File: src/rtl/therm_sampler.sv
// -----------------------------------------------------------------------------
// therm_sampler
//
// Front end for the 8-bit thermometer-to-binary priority encoder. It captures
// raw comparator outputs on a strobe, repairs single-bit bubbles with a
// 3-input majority vote, and forces the result into a legal thermometer code.
// The corrected word is presented on a valid/ready output register.
//
// Samples that arrive while the output register is stalled are dropped. A
// saturating counter records how many were lost.
//
// Ports:
//   clk          rising-edge clock
//   rst          synchronous active-high reset; clears all state and
//                overrides every other input
//   sample_en    capture strobe; cmp_in is sampled on every cycle it is high
//   cmp_in       raw comparator outputs, bit 0 = lowest threshold
//   therm_out    corrected thermometer code (0..01..1)
//   therm_valid  therm_out holds an unconsumed word
//   therm_ready  downstream accepts; a transfer happens on valid && ready
//   bubble_err   qualified by therm_valid; the word differs from its raw
//                sample
//   overrun_cnt  saturating count of samples dropped because of a stall
//
// Pipeline: the capture register (raw_q / s1_valid_q) feeds combinational
// correction logic, which loads the output register. Every output comes
// straight from a flop, so no input reaches an output combinationally.
// -----------------------------------------------------------------------------
module therm_sampler #(
  parameter int WIDTH = 8,
  parameter int CNT_W = 8
) (
  input  logic             clk,
  input  logic             rst,
  input  logic             sample_en,
  input  logic [WIDTH-1:0] cmp_in,
  output logic [WIDTH-1:0] therm_out,
  output logic             therm_valid,
  input  logic             therm_ready,
  output logic             bubble_err,
  output logic [CNT_W-1:0] overrun_cnt
);

  // ---------------------------------------------------------------------------
  // State
  // ---------------------------------------------------------------------------
  logic [WIDTH-1:0] raw_q,         raw_d;
  logic             s1_valid_q,    s1_valid_d;
  logic [WIDTH-1:0] therm_out_q,   therm_out_d;
  logic             therm_valid_q, therm_valid_d;
  logic             bubble_err_q,  bubble_err_d;
  logic [CNT_W-1:0] overrun_cnt_q, overrun_cnt_d;

  // ---------------------------------------------------------------------------
  // Stage 1: capture
  // ---------------------------------------------------------------------------
  // NOTE: every variable written in an always_comb gets a default value
  // first. Any path that leaves it unassigned would otherwise infer a latch.
  always_comb begin
    raw_d      = raw_q;
    s1_valid_d = sample_en;
    if (sample_en) begin
      raw_d = cmp_in;
    end
  end

  // ---------------------------------------------------------------------------
  // Stage 2: bubble repair and legalisation (combinational on raw_q)
  // ---------------------------------------------------------------------------
  // Pad the raw word with a virtual 1 below bit 0 and a virtual 0 above the
  // top bit. Bit 0 then votes as if the run extends downward, and the top
  // bit votes as if the run ends above it.
  logic [WIDTH+1:0] raw_ext;
  logic [WIDTH-1:0] maj_vec;
  logic [WIDTH-1:0] legal_vec;
  logic             corr_err;

  assign raw_ext = {1'b0, raw_q, 1'b1};

  always_comb begin
    maj_vec = '0;
    for (int i = 0; i < WIDTH; i++) begin
      // raw_ext[i+1] is raw_q[i]; its neighbours sit one position either side.
      maj_vec[i] = (raw_ext[i]   & raw_ext[i+1]) |
                   (raw_ext[i]   & raw_ext[i+2]) |
                   (raw_ext[i+1] & raw_ext[i+2]);
    end
  end

  // Keep only the contiguous run of ones that starts at bit 0. Any ones above
  // the first zero survived the vote but are still out of place, so they are
  // cleared.
  always_comb begin
    logic run;
    run       = 1'b1;
    legal_vec = '0;
    for (int i = 0; i < WIDTH; i++) begin
      run          = run & maj_vec[i];
      legal_vec[i] = run;
    end
  end

  assign corr_err = (legal_vec != raw_q);

  // ---------------------------------------------------------------------------
  // Output register with backpressure and overrun counting
  // ---------------------------------------------------------------------------
  logic out_free;  // the register may take a new word this cycle
  logic load;
  logic drop;
  logic consume_only;

  always_comb begin
    // A word leaving this cycle frees the slot for its replacement, so a
    // consume and a load in the same cycle do not drop anything.
    out_free     = !therm_valid_q || therm_ready;
    load         = s1_valid_q && out_free;
    drop         = s1_valid_q && !out_free;
    consume_only = !s1_valid_q && therm_valid_q && therm_ready;

    therm_out_d   = therm_out_q;
    therm_valid_d = therm_valid_q;
    bubble_err_d  = bubble_err_q;
    overrun_cnt_d = overrun_cnt_q;

    if (load) begin
      therm_out_d   = legal_vec;
      bubble_err_d  = corr_err;
      therm_valid_d = 1'b1;
    end else if (consume_only) begin
      // therm_out and bubble_err keep their last value; only valid drops.
      therm_valid_d = 1'b0;
    end

    if (drop && (overrun_cnt_q != {CNT_W{1'b1}})) begin
      overrun_cnt_d = overrun_cnt_q + CNT_W'(1);
    end
  end

  // ---------------------------------------------------------------------------
  // Registers
  // ---------------------------------------------------------------------------
  // NOTE: sequential state uses non-blocking assignments only. Every flop then
  // samples its pre-edge value, whatever order the statements run in.
  always_ff @(posedge clk) begin
    if (rst) begin
      raw_q         <= '0;
      s1_valid_q    <= 1'b0;
      therm_out_q   <= '0;
      therm_valid_q <= 1'b0;
      bubble_err_q  <= 1'b0;
      overrun_cnt_q <= '0;
    end else begin
      raw_q         <= raw_d;
      s1_valid_q    <= s1_valid_d;
      therm_out_q   <= therm_out_d;
      therm_valid_q <= therm_valid_d;
      bubble_err_q  <= bubble_err_d;
      overrun_cnt_q <= overrun_cnt_d;
    end
  end

  assign therm_out   = therm_out_q;
  assign therm_valid = therm_valid_q;
  assign bubble_err  = bubble_err_q;
  assign overrun_cnt = overrun_cnt_q;

endmodule

File: config.mk
export PLATFORM = sky130hd
export DESIGN_NAME = therm_sampler
export DESIGN_NICKNAME = d
export VERILOG_FILES = /design/src/rtl/therm_sampler.sv
export SDC_FILE = /design/constraint.sdc
export NUM_CORES = 1
export LEC_CHECK = 0
export CORE_MARGIN = 1
export CORE_UTILIZATION = 40
export CTS_BUF_LIST = sky130_fd_sc_hd__clkbuf_4 sky130_fd_sc_hd__clkbuf_8
export DETAILED_ROUTE_END_ITERATION = 8
export GPL_TIMING_DRIVEN = 0
export HOLD_SLACK_MARGIN = 0.06
export PLACE_DENSITY_LB_ADDON = 0.05
export SYNTH_ARGS = -nofsm -noshare
export SYNTH_HDL_FRONTEND = slang
export SYNTH_SLANG_ARGS = --single-unit
File: constraint.sdc
create_clock -name clk -period 2.4 [get_ports clk]
set_input_delay 0.48 -clock clk [delete_from_list [all_inputs] [get_ports clk]]
set_output_delay 0.48 -clock clk [all_outputs]
set_load 0.005 [all_outputs]
# Word level (Yosys, flattened, before mapping)
# Index checks and enable logic that the tools add are counted.
[totals]
regBits = 27
output_inout_bits = 18
elab_cells = 55
[op_classes]
addsub = 1
eq_ne = 2
n_mux = 2
bitwise = 34
n_reduce_logical = 10
[op_table]
columns = ["cell", "n"]
rows = [
  ["1-bit AND", 20],
  ["1-bit OR", 14],
  ["8-bit by 1-bit adder with 8-bit output (second input constant)", 1],
  ["8-bit != test", 1],
  ["8-bit != test (second input constant)", 1],
  ["1-bit logical AND", 5],
  ["1-bit zero test", 3],
  ["1-bit 2-to-1 mux", 2],
  ["2-bit nonzero test", 1],
  ["1-bit logical OR", 1],
]

# Longest topological paths before layout
[logic_depth]
word_depth = 11
ltp_mapped = 5
depth_no_buf = 5

# Least setup slack after synthesis
# Ideal clock, no wire load.
[synth_path]
kind = "input to register"
start = "input port therm_ready"
end = "register bubble_err_q, in the netlist bubble_err"
setup_ps = 120
arrival_time_ps = 1298
setup_slack_ps = 982
path_stages = 4
path_buffers = 0
cell_sequence = "nand2b_1 nand2_2 a221o_1 o31a_1"
[synth_via]
elab_chain_len = 2
[synth_lines]
columns = ["element", "line_no", "text"]
rows = [
  ["from (decl)", "39", "input logic therm_ready,"],
  ["1-bit logical OR", "116", "out_free = !therm_valid_q || therm_ready;"],
  ["1-bit logical AND", "117", "load = s1_valid_q && out_free;"],
  ["to (signal assigned)", "158", "bubble_err_q <= bubble_err_d;"],
  ["to (decl)", "51", "logic bubble_err_q, bubble_err_d;"],
]
# Every way passes these cells.
# A chain may end at the register's enable or synchronous reset.

# Final worst setup path
[layout_path]
start = "register overrun_cnt_q[3], in the netlist overrun_cnt[3]"
end = "output port overrun_cnt[3]"
[layout_rtl]
columns = ["element", "line_no", "text"]
rows = [
  ["from (decl)", "52", "logic [CNT_W-1:0] overrun_cnt_q, overrun_cnt_d;"],
  ["from (signal assigned)", "159", "overrun_cnt_q <= overrun_cnt_d;"],
  ["to (decl)", "41", "output logic [CNT_W-1:0] overrun_cnt"],
]
# No word-level cell between the ends.

==> results.yml <==
drt:
  postRouteAntennaNets: 0
  wl_met3_um: 98
  top_layer_used: "met4"
  drc_errors: 0
  avgRoutedWirePerCell_um: 12.03
  wl_met2_mm: 1.148
  vias: 1102
  viasPerCell: 5.055
  drtIter0Drc: 45
  routed_wl_mm: 2.623
  wl_met1_mm: 1.356
  firstDrtPassIters: 4
sta:
  skew_ps: 13.06
  drv_slew: 0
  slew_headroom: 0.6763
  timing.fmax_mhz: 544.7
  finalSetupViolCount: 0
  finalSetupTns_ps: 0
  period_minus_slack_ps: 1836
  worst_slew_pin_slew_ps: 485.5
  finalHoldViolCount: 0
  finalCritPeriodShare: 0.7649
  rsz0062_at_grt: "false"
finish:
  drive_gt1_frac: 0.1149
  fin_nets: 188
  area_growth_pct: 27.59
  postLayoutCoreUtil: 0.5344
  diodes: 0
  final_cell_mix: "dfxtp_1 (27), clkdlybuf4s50_1 (27), nor2_1 (22), mux2i_1 (9), nand2_1 (9)"
placement:
  gp_congestion: 0.7551
  post-dp-hpwl_mm: 1.940
  placement.io_buffers: 27
synthesis:
  synth_fp_nets: 156
  yosysWarnings: 0
  ys_seq_elements: 27
  synth_seq_area_share: 0.4227
  synthCells: 143
  yosysUniqueCellTypes: 44
  synthesis.area_um2: 1279
  syn_avg_cell_area_um2: 8.942
floorplanning:
  dieArea_um2: 3427
  rows: 20
  die_w_um: 58.54
  die_h_um: 58.54
  core-area_um2: 3053
  ios: 30
  start_util: 0.4189
worst_setup_path:
  cp_slowest_cell: "clkdlybuf4s50_1"
  crit_chain: "clkdlybuf4s50_1"
  cp_max_fo: 7
  critPathMaxStageDelay_ps: 550
  cpLargestDelayFamily: "buffers and inverters"
  cp_data_arrival_time_ps: 1360
  start_kind: "flop"
  cp_num_buf_inv: 1
  end_kind: "output pin"
  required_ps: 1920
  path_class: "reg -> out"
clocking:
  postCtsSetupRepairBufs: 0
  clkTransAtPathRegs_ps: 160
  cts_num_sinks: 27
  cts_resized: 0
  cts_max_path_buffers: 2
  clock_latency_ps: 330
  cts_tree: "built"
  holdBufCountCts: 0
  cts_htree_levels: 1
  cts_buffers: 3
  cts_root_buf: "clkbuf_4"
global_route:
  antenna_found_initial: 0
  gr-total-overflow: 0
  grt_pass1_wl_mm: 4.312
  grt_pass1_vias: 935
  grt_usage: 0.1651
  grt_start_max_net_pins: 16
outcome:
  outcome: "finished, final reports clean"
run:
  max-cap-violations: 0
min_path:
  hold_path_class: "reg -> reg"
power_and_ir_drop:
  ir_drop_mv: 0.2367
  powerDensity_nw_per_um2: 475.9
  p_leak_nw: 0.6207
[Yosys cell counts, drive strengths merged]
| master | n | share of area |
|---|---|---|
| a211oi | 1 | 0.0059 |
| a21oi | 8 | 0.031 |
| a221o | 1 | 0.0078 |
| a22oi | 2 | 0.012 |
| a311oi | 2 | 0.014 |
| a31oi | 1 | 0.0049 |
| a41oi | 1 | 0.0069 |
| and2 | 2 | 0.011 |
| and3 | 1 | 0.0049 |
| and3b | 1 | 0.0069 |
| and4 | 1 | 0.0069 |
| and4b | 1 | 0.0078 |
| buf | 8 | 0.038 |
| clkbuf | 3 | 0.0098 |
| dfxtp | 27 | 0.42 |
| ha | 1 | 0.0098 |
| inv | 6 | 0.018 |
| maj3 | 1 | 0.0078 |
| mux2i | 9 | 0.070 |
| nand2 | 10 | 0.031 |
| nand2b | 1 | 0.0049 |
| nand3 | 2 | 0.0078 |
| nand3b | 2 | 0.012 |
| nand4 | 4 | 0.020 |
| nor2 | 22 | 0.065 |
| nor2b | 1 | 0.0049 |
| nor3 | 4 | 0.016 |
| o2111ai | 1 | 0.0069 |
| o211a | 1 | 0.0078 |
| o211ai | 2 | 0.020 |
| o21ai | 6 | 0.026 |
| o221ai | 1 | 0.012 |
| o31a | 2 | 0.014 |
| o41ai | 2 | 0.025 |
| or3 | 1 | 0.0049 |
| xnor2 | 2 | 0.014 |
| xor2 | 2 | 0.014 |
[per-layer routing]
metal  up-vias  GRT usage
li1        572          -
met1       506     0.2359
met2        22     0.2529
met3         2    0.02418
met4         0    0.06122
met5         -          0
[sequential cells by signal (all words and copies together) (netlist names)]
name,cells
overrun_cnt,8
raw_q,8
therm_out,8
bubble_err,1
s1_valid_q,1
therm_valid,1
[report_power, final]
group | switching (mW) | leakage [nW] | internal [mW]
sequential | 0.0103 | 0.220 | 0.463
clock | 0.136 | 0.0177 | 0.0624
combinational | 0.0519 | 0.383 | 0.0524
total | 0.199 | 0.621 | 0.578
[worst reg2reg max path: cells and delay by family, from the launching register on]
kind / cells / cell delay [ps]
AND/OR/NAND/NOR: 2 / 410
flip-flops: 1 / 410
AO/OA/AOI/OAI: 2 / 350
adder cells (fa/ha/maj): 1 / 190
[cells by family (layout without fill, tap and decap cells)]
logic type / after synthesis / in the layout / synth area share
DFF: 27 / 27 / 0.4227
AOI/OAI and AO/OA: 31 / 31 / 0.1937
and+or+nand+nor: 53 / 53 / 0.2026
xor gates and xnor gates: 4 / 4 / 0.02740
adders and majority gates: 2 / 2 / 0.01761
muxes: 9 / 9 / 0.07045
buffers and inverters: 17 / 48 / 0.06555
[path summary, 6_finish.rpt]
path,slack (ps),end,cells past startpoint,from
hold / removal,460,therm_out[3],2,therm_out[3]
setup / recovery,560,overrun_cnt[3],1,overrun_cnt[3]
hold reg to reg,460,therm_out[3],2,therm_out[3]
setup reg to reg,960,overrun_cnt[6],5,overrun_cnt[0]
[metrics by stage]
stage | instance area (um^2) | hold WS (ps) | setup slack (ps) | std cells | power, mW
floorplan | 1279 | 448.3 | 982.4 | 143 | 0.5464
global placement | 1604 | 438.9 | 352.2 | 214 | 0.5858
detailed placement | 1604 | 447.8 | 350.2 | 214 | 0.5881
CTS | 1632 | 465.3 | 542.1 | 218 | 0.7905
global route | 1632 | 488.0 | 487.3 | 218 | 0.8178
finish | 1632 | 461.4 | 564.1 | 218 | 0.7765
[cell type report]
| cell class | instances | area (um^2) |
|---|---|---|
| Multi-Input combinational cell | 99 | 654.4 |
| Sequential cell | 27 | 540.5 |
| Clock inverter | 1 | 5.005 |
| Timing Repair Buffer | 27 | 270.3 |
| Tap cell | 44 | 55.05 |
| Buffer | 11 | 61.31 |
| Inverter | 6 | 22.52 |
| Clock buffer | 3 | 22.52 |
| Fill cell | 320 | 1421 |
(Power assumes the default switching activity.)
==> variant 1: new RTL, same flow settings <==
Change the parameter `CNT_W` from 8 to 10.
--- a/src/rtl/therm_sampler.sv
+++ b/src/rtl/therm_sampler.sv
@@ -29,5 +29,5 @@
 module therm_sampler #(
   parameter int WIDTH = 8,
-  parameter int CNT_W = 8
+  parameter int CNT_W = 10
 ) (
   input  logic             clk,
Interface: changed (resized overrun_cnt); port bits go from 30 to 32. The function was not compared with the original's and may differ.
==> variant 1 against the unedited design <==
- final area up 8.1%
- combinational power down 4%
- core utilization up 3.0 points
- sequential cell count up 2
- die area up 5.7%
- register-to-register slack worse by 0.22 ns
- sequential power up 7.4%
- non-clock buffer count up 1
- clock skew about the same
- total power up 16%
- worst setup slack worse by 0.026 ns
- area after synthesis up 5.9%
- wire length up 19%
- largest cell class unchanged
==> variant 1: results (changes against the unedited design) <==
Clock tree
  • Setup Buffers After CTS: 0 (unchanged)
  • # H-tree levels: 2 (+1)
  • Clk pin slew, worst setup/hold paths: 0.10 ns (-0.06 ns)
  • Cts bufs inserted: 5 (+2)

Place
  • GPL Wtd Cong: 0.784 (+3.8%)
  • HPWL Detailed: 2280 um (+18%)
  • PortBufs: 30 (+11%)
  • Placed cells: 234 (+9.3%)

Global routing
  • First-pass GRT wire length: 5030 um (+17%)
  • Largest net degree at the start of global routing: 11 (-5)
  • GRT Util Overall: 0.195 (+0.0302)
  • Vias in the first global route: 1126 (+20%)

Logic synthesis
  • Synth area leaders: dfxtp_1 (43%), nor2_1 (7.2%), mux2i_1 (6.7%)
  • Part of the Yosys area used for sequential elements: 0.429 (+0.00613)
  • Most frequent cells after synthesis: dfxtp_1 (29), nor2_1 (26), a21oi_1 (13)
  • Asr flop ratio synth: 0 (unchanged)
  • Count of cell types in the netlist: 41 (-6.8%)
  • Synth warnings: 0 (unchanged)
  • Synth Instances: 160 (+12%)
  • Syn_nets: 173 (+11%)

Drt
  • Drt via density: 5.16 (+2.0%)
  • DR WL/cell: 12.9 um (+7.1%)
  • Drt pass-1 iters: 4 (unchanged)
  • Routed met1 length: 1500 um (+11%)
  • Routed wl met2: 1440 um (+25%)
  • Total wire length: 3120 um (+19%)
  • Routed wl met3: 120 um (+22%)
  • DRT iter0 DRCs: 38 (-16%)

Setup path
  • Critical-path maximum fanout: 9 (+2)
  • Arrival @ worst endpoint: 1.38 ns (+0.02 ns)

Status
  • Outcome: complete, no violations

Timing
  • Worst-Margin Slew: 0.637 ns (+0.151 ns)
  • Clock Skews: 0.0128 ns (-0.000228 ns)

Layout
  • Fraction of layout cells with a size suffix above 1: 0.0657 (-0.0493)
  • Final nets: 210 (+12%)

Power
  • Peak VDD IR: 0.000338 V (+43%)
  • Leak Pwr: 0.647 nW (+4.2%)
-- variant 1: cell count changes in the layout (fill, tap and decap cells not counted), sizes merged, moves of 3 or more --
cell | unedited run | this run
clkbuf | 6 | 14
buf | 8 | 1
a21oi | 8 | 13
nor2 | 22 | 26
a31oi | 1 | 4
clkdlybuf4s50 | 27 | 30
nand3 | 2 | 5
o21ai | 6 | 3
-- variant 1: area by class of cell --
type                    instances  area [um2]
plain buffers                   9        35.0
clock buffers                   6        45.0
clock inverters                 2        10.0
fillers                       314        1360
inverters                       4        15.0
multi-input cells             118         723
flip-flops and latches         29         581
well taps                      44        55.1
repair buffers                 30         300
-- variant 1: cells by family after synthesis --
group	count (synthesis)	share of synthesized area
AO/OA/AOI/OAI	33	0.164
AND/OR/NAND/NOR	71	0.268
buffers and inverters	13	0.0370
adder cells (fa/ha/maj)	2	0.0166
multiplexers	9	0.0665
XOR/XNOR	3	0.0194
flip-flops	29	0.429
-- variant 1: per-layer routing --
metal	vias to the layer above	global-route usage
met2	30	0.289
met1	569	0.259
li1	642	-
met5	-	0
met3	7	0.0519
met4	0	0.0997
-- variant 1: where the power goes --
part / internal, mW / total (mW) / switching (mW)
registers: 0.496 / 0.508 / 0.0128
clock network: 0.123 / 0.296 / 0.173
logic: 0.0510 / 0.100 / 0.0491
-- variant 1: path summary, 6_finish.rpt --
path | from | end | depth (start not counted) | slack, ns
setup / recovery | overrun_cnt[3] | overrun_cnt[3] | 1 | 0.54
hold / removal | therm_out[7] | therm_out[7] | 2 | 0.46
setup reg to reg | overrun_cnt[0] | overrun_cnt[4] | 5 | 0.74
hold reg to reg | therm_out[7] | therm_out[7] | 2 | 0.46
-- variant 1: stage by stage --
step           setup slack [ns]  area (um2)
5_1_grt                   0.482        1760
3_3_place_gp              0.402        1710
6_report                  0.538        1760
4_1_cts                   0.541        1760
2_1_floorplan             0.917        1350
3_5_place_dp              0.363        1710
==> variant 2: new RTL, same flow settings <==
Without the edit above. Make the reset (`rst`) asynchronous in one clocked block. Comments in the files are not updated.
--- a/src/rtl/therm_sampler.sv
+++ b/src/rtl/therm_sampler.sv
@@ -143,5 +143,5 @@
   // NOTE: sequential state uses non-blocking assignments only. Every flop then
   // samples its pre-edge value, whatever order the statements run in.
-  always_ff @(posedge clk) begin
+  always_ff @(posedge clk or posedge rst) begin
     if (rst) begin
       raw_q         <= '0;
Check against the original RTL: differs if rst is asserted again (counterexample within 4 cycles, from zero or initial values and one cycle with rst high); with rst held inactive, the same outputs for 10 cycles.
==> variant 2 against the unedited design <==
- clock skew shrank 0.012 ns
- sequential cell count is the same
- worst setup slack gained 0.016 ns
- final area shrank 3.1%
- wire length shrank 16%
- the run now ends with design-rule violations left
- area after synthesis shrank 4.5%
Power is not compared: it rests on default switching activity, and its combinational part moved more than twofold at a synthesized area within 25%.
==> variant 2: results (changes against the unedited design) <==
Layout
  • Clk tree area frac: 0.0190 (+0.00213)
  • Signal buffers: 34 (-11%)
  • Sequential portion of the cell area: 0.428 (+0.0963)
  • Final non-clock buffer share: 0.196 (-0.00686)

Global routing
  • Largest net degree at the start of global routing: 28 (+12)
  • Vias in the first global route: 878 (-6.1%)
  • GRT Util Overall: 0.152 (-0.0132)

Status
  • Violated checks: design-rule violations
  • Outcome: finished with violations

Setup path
  • Reg2reg path depth: 3 (-2)
  • R2r setup slk: 0.78 ns (-0.18 ns)
  • FF-to-FF Start: overrun_cnt[0]
  • Critical-path maximum fanout: 6 (-1)
  • Arrival @ worst endpoint: 1.34 ns (-0.02 ns)
  • Reg2reg end: overrun_cnt[1]

Drt
  • DRT iter0 DRCs: 31 (-31%)
  • Number of remaining DRC errors: 5 (+5)

Timing
  • Clock Skews: 0.00134 ns (-0.0117 ns)
  • Max-slew headroom: 0.331 (-0.345)

Place
  • GPL Wtd Cong: 0.745 (-1.3%)
  • Setup Slack @ Placement: 0.458 ns (+0.107 ns)
  • PortBufs: 29 (+7.4%)

Logic synthesis
  • Count of cell types in the netlist: 32 (-27%)
  • Post-Syn Area per Cell: 11.2 um2 (+25%)

Hold path
  • Worst hold path endpoint: therm_out[4]

Clock tree
  • Clk pin slew, worst setup/hold paths: 0.14 ns (-0.02 ns)
==> variant 2: power by group <==
part / switching (mW) / internal [mW]
Combinational: 0.115 / 0.187
Clock: 0.132 / 0.0764
Sequential: 0.0776 / 0.525
Total: 0.325 / 0.789
==> variant 2: layer usage <==
metal	routed length, um	vias up	part of all wire
met5	0	-	0
met4	16	0	0.0073
met3	102	2	0.047
met2	1180	20	0.54
met1	893	444	0.41
li1	-	447	-
==> variant 2: logic make-up after synthesis <==
| logic type | Yosys count | share of synthesized area |
|---|---|---|
| AO/OA/AOI/OAI | 20 | 0.122 |
| XOR/XNOR | 7 | 0.0502 |
| adder cells (fa/ha/maj) | 2 | 0.0184 |
| buffers and inverters | 7 | 0.0225 |
| flip-flops | 27 | 0.553 |
| multiplexers | 9 | 0.0820 |
| AND/OR/NAND/NOR | 37 | 0.152 |
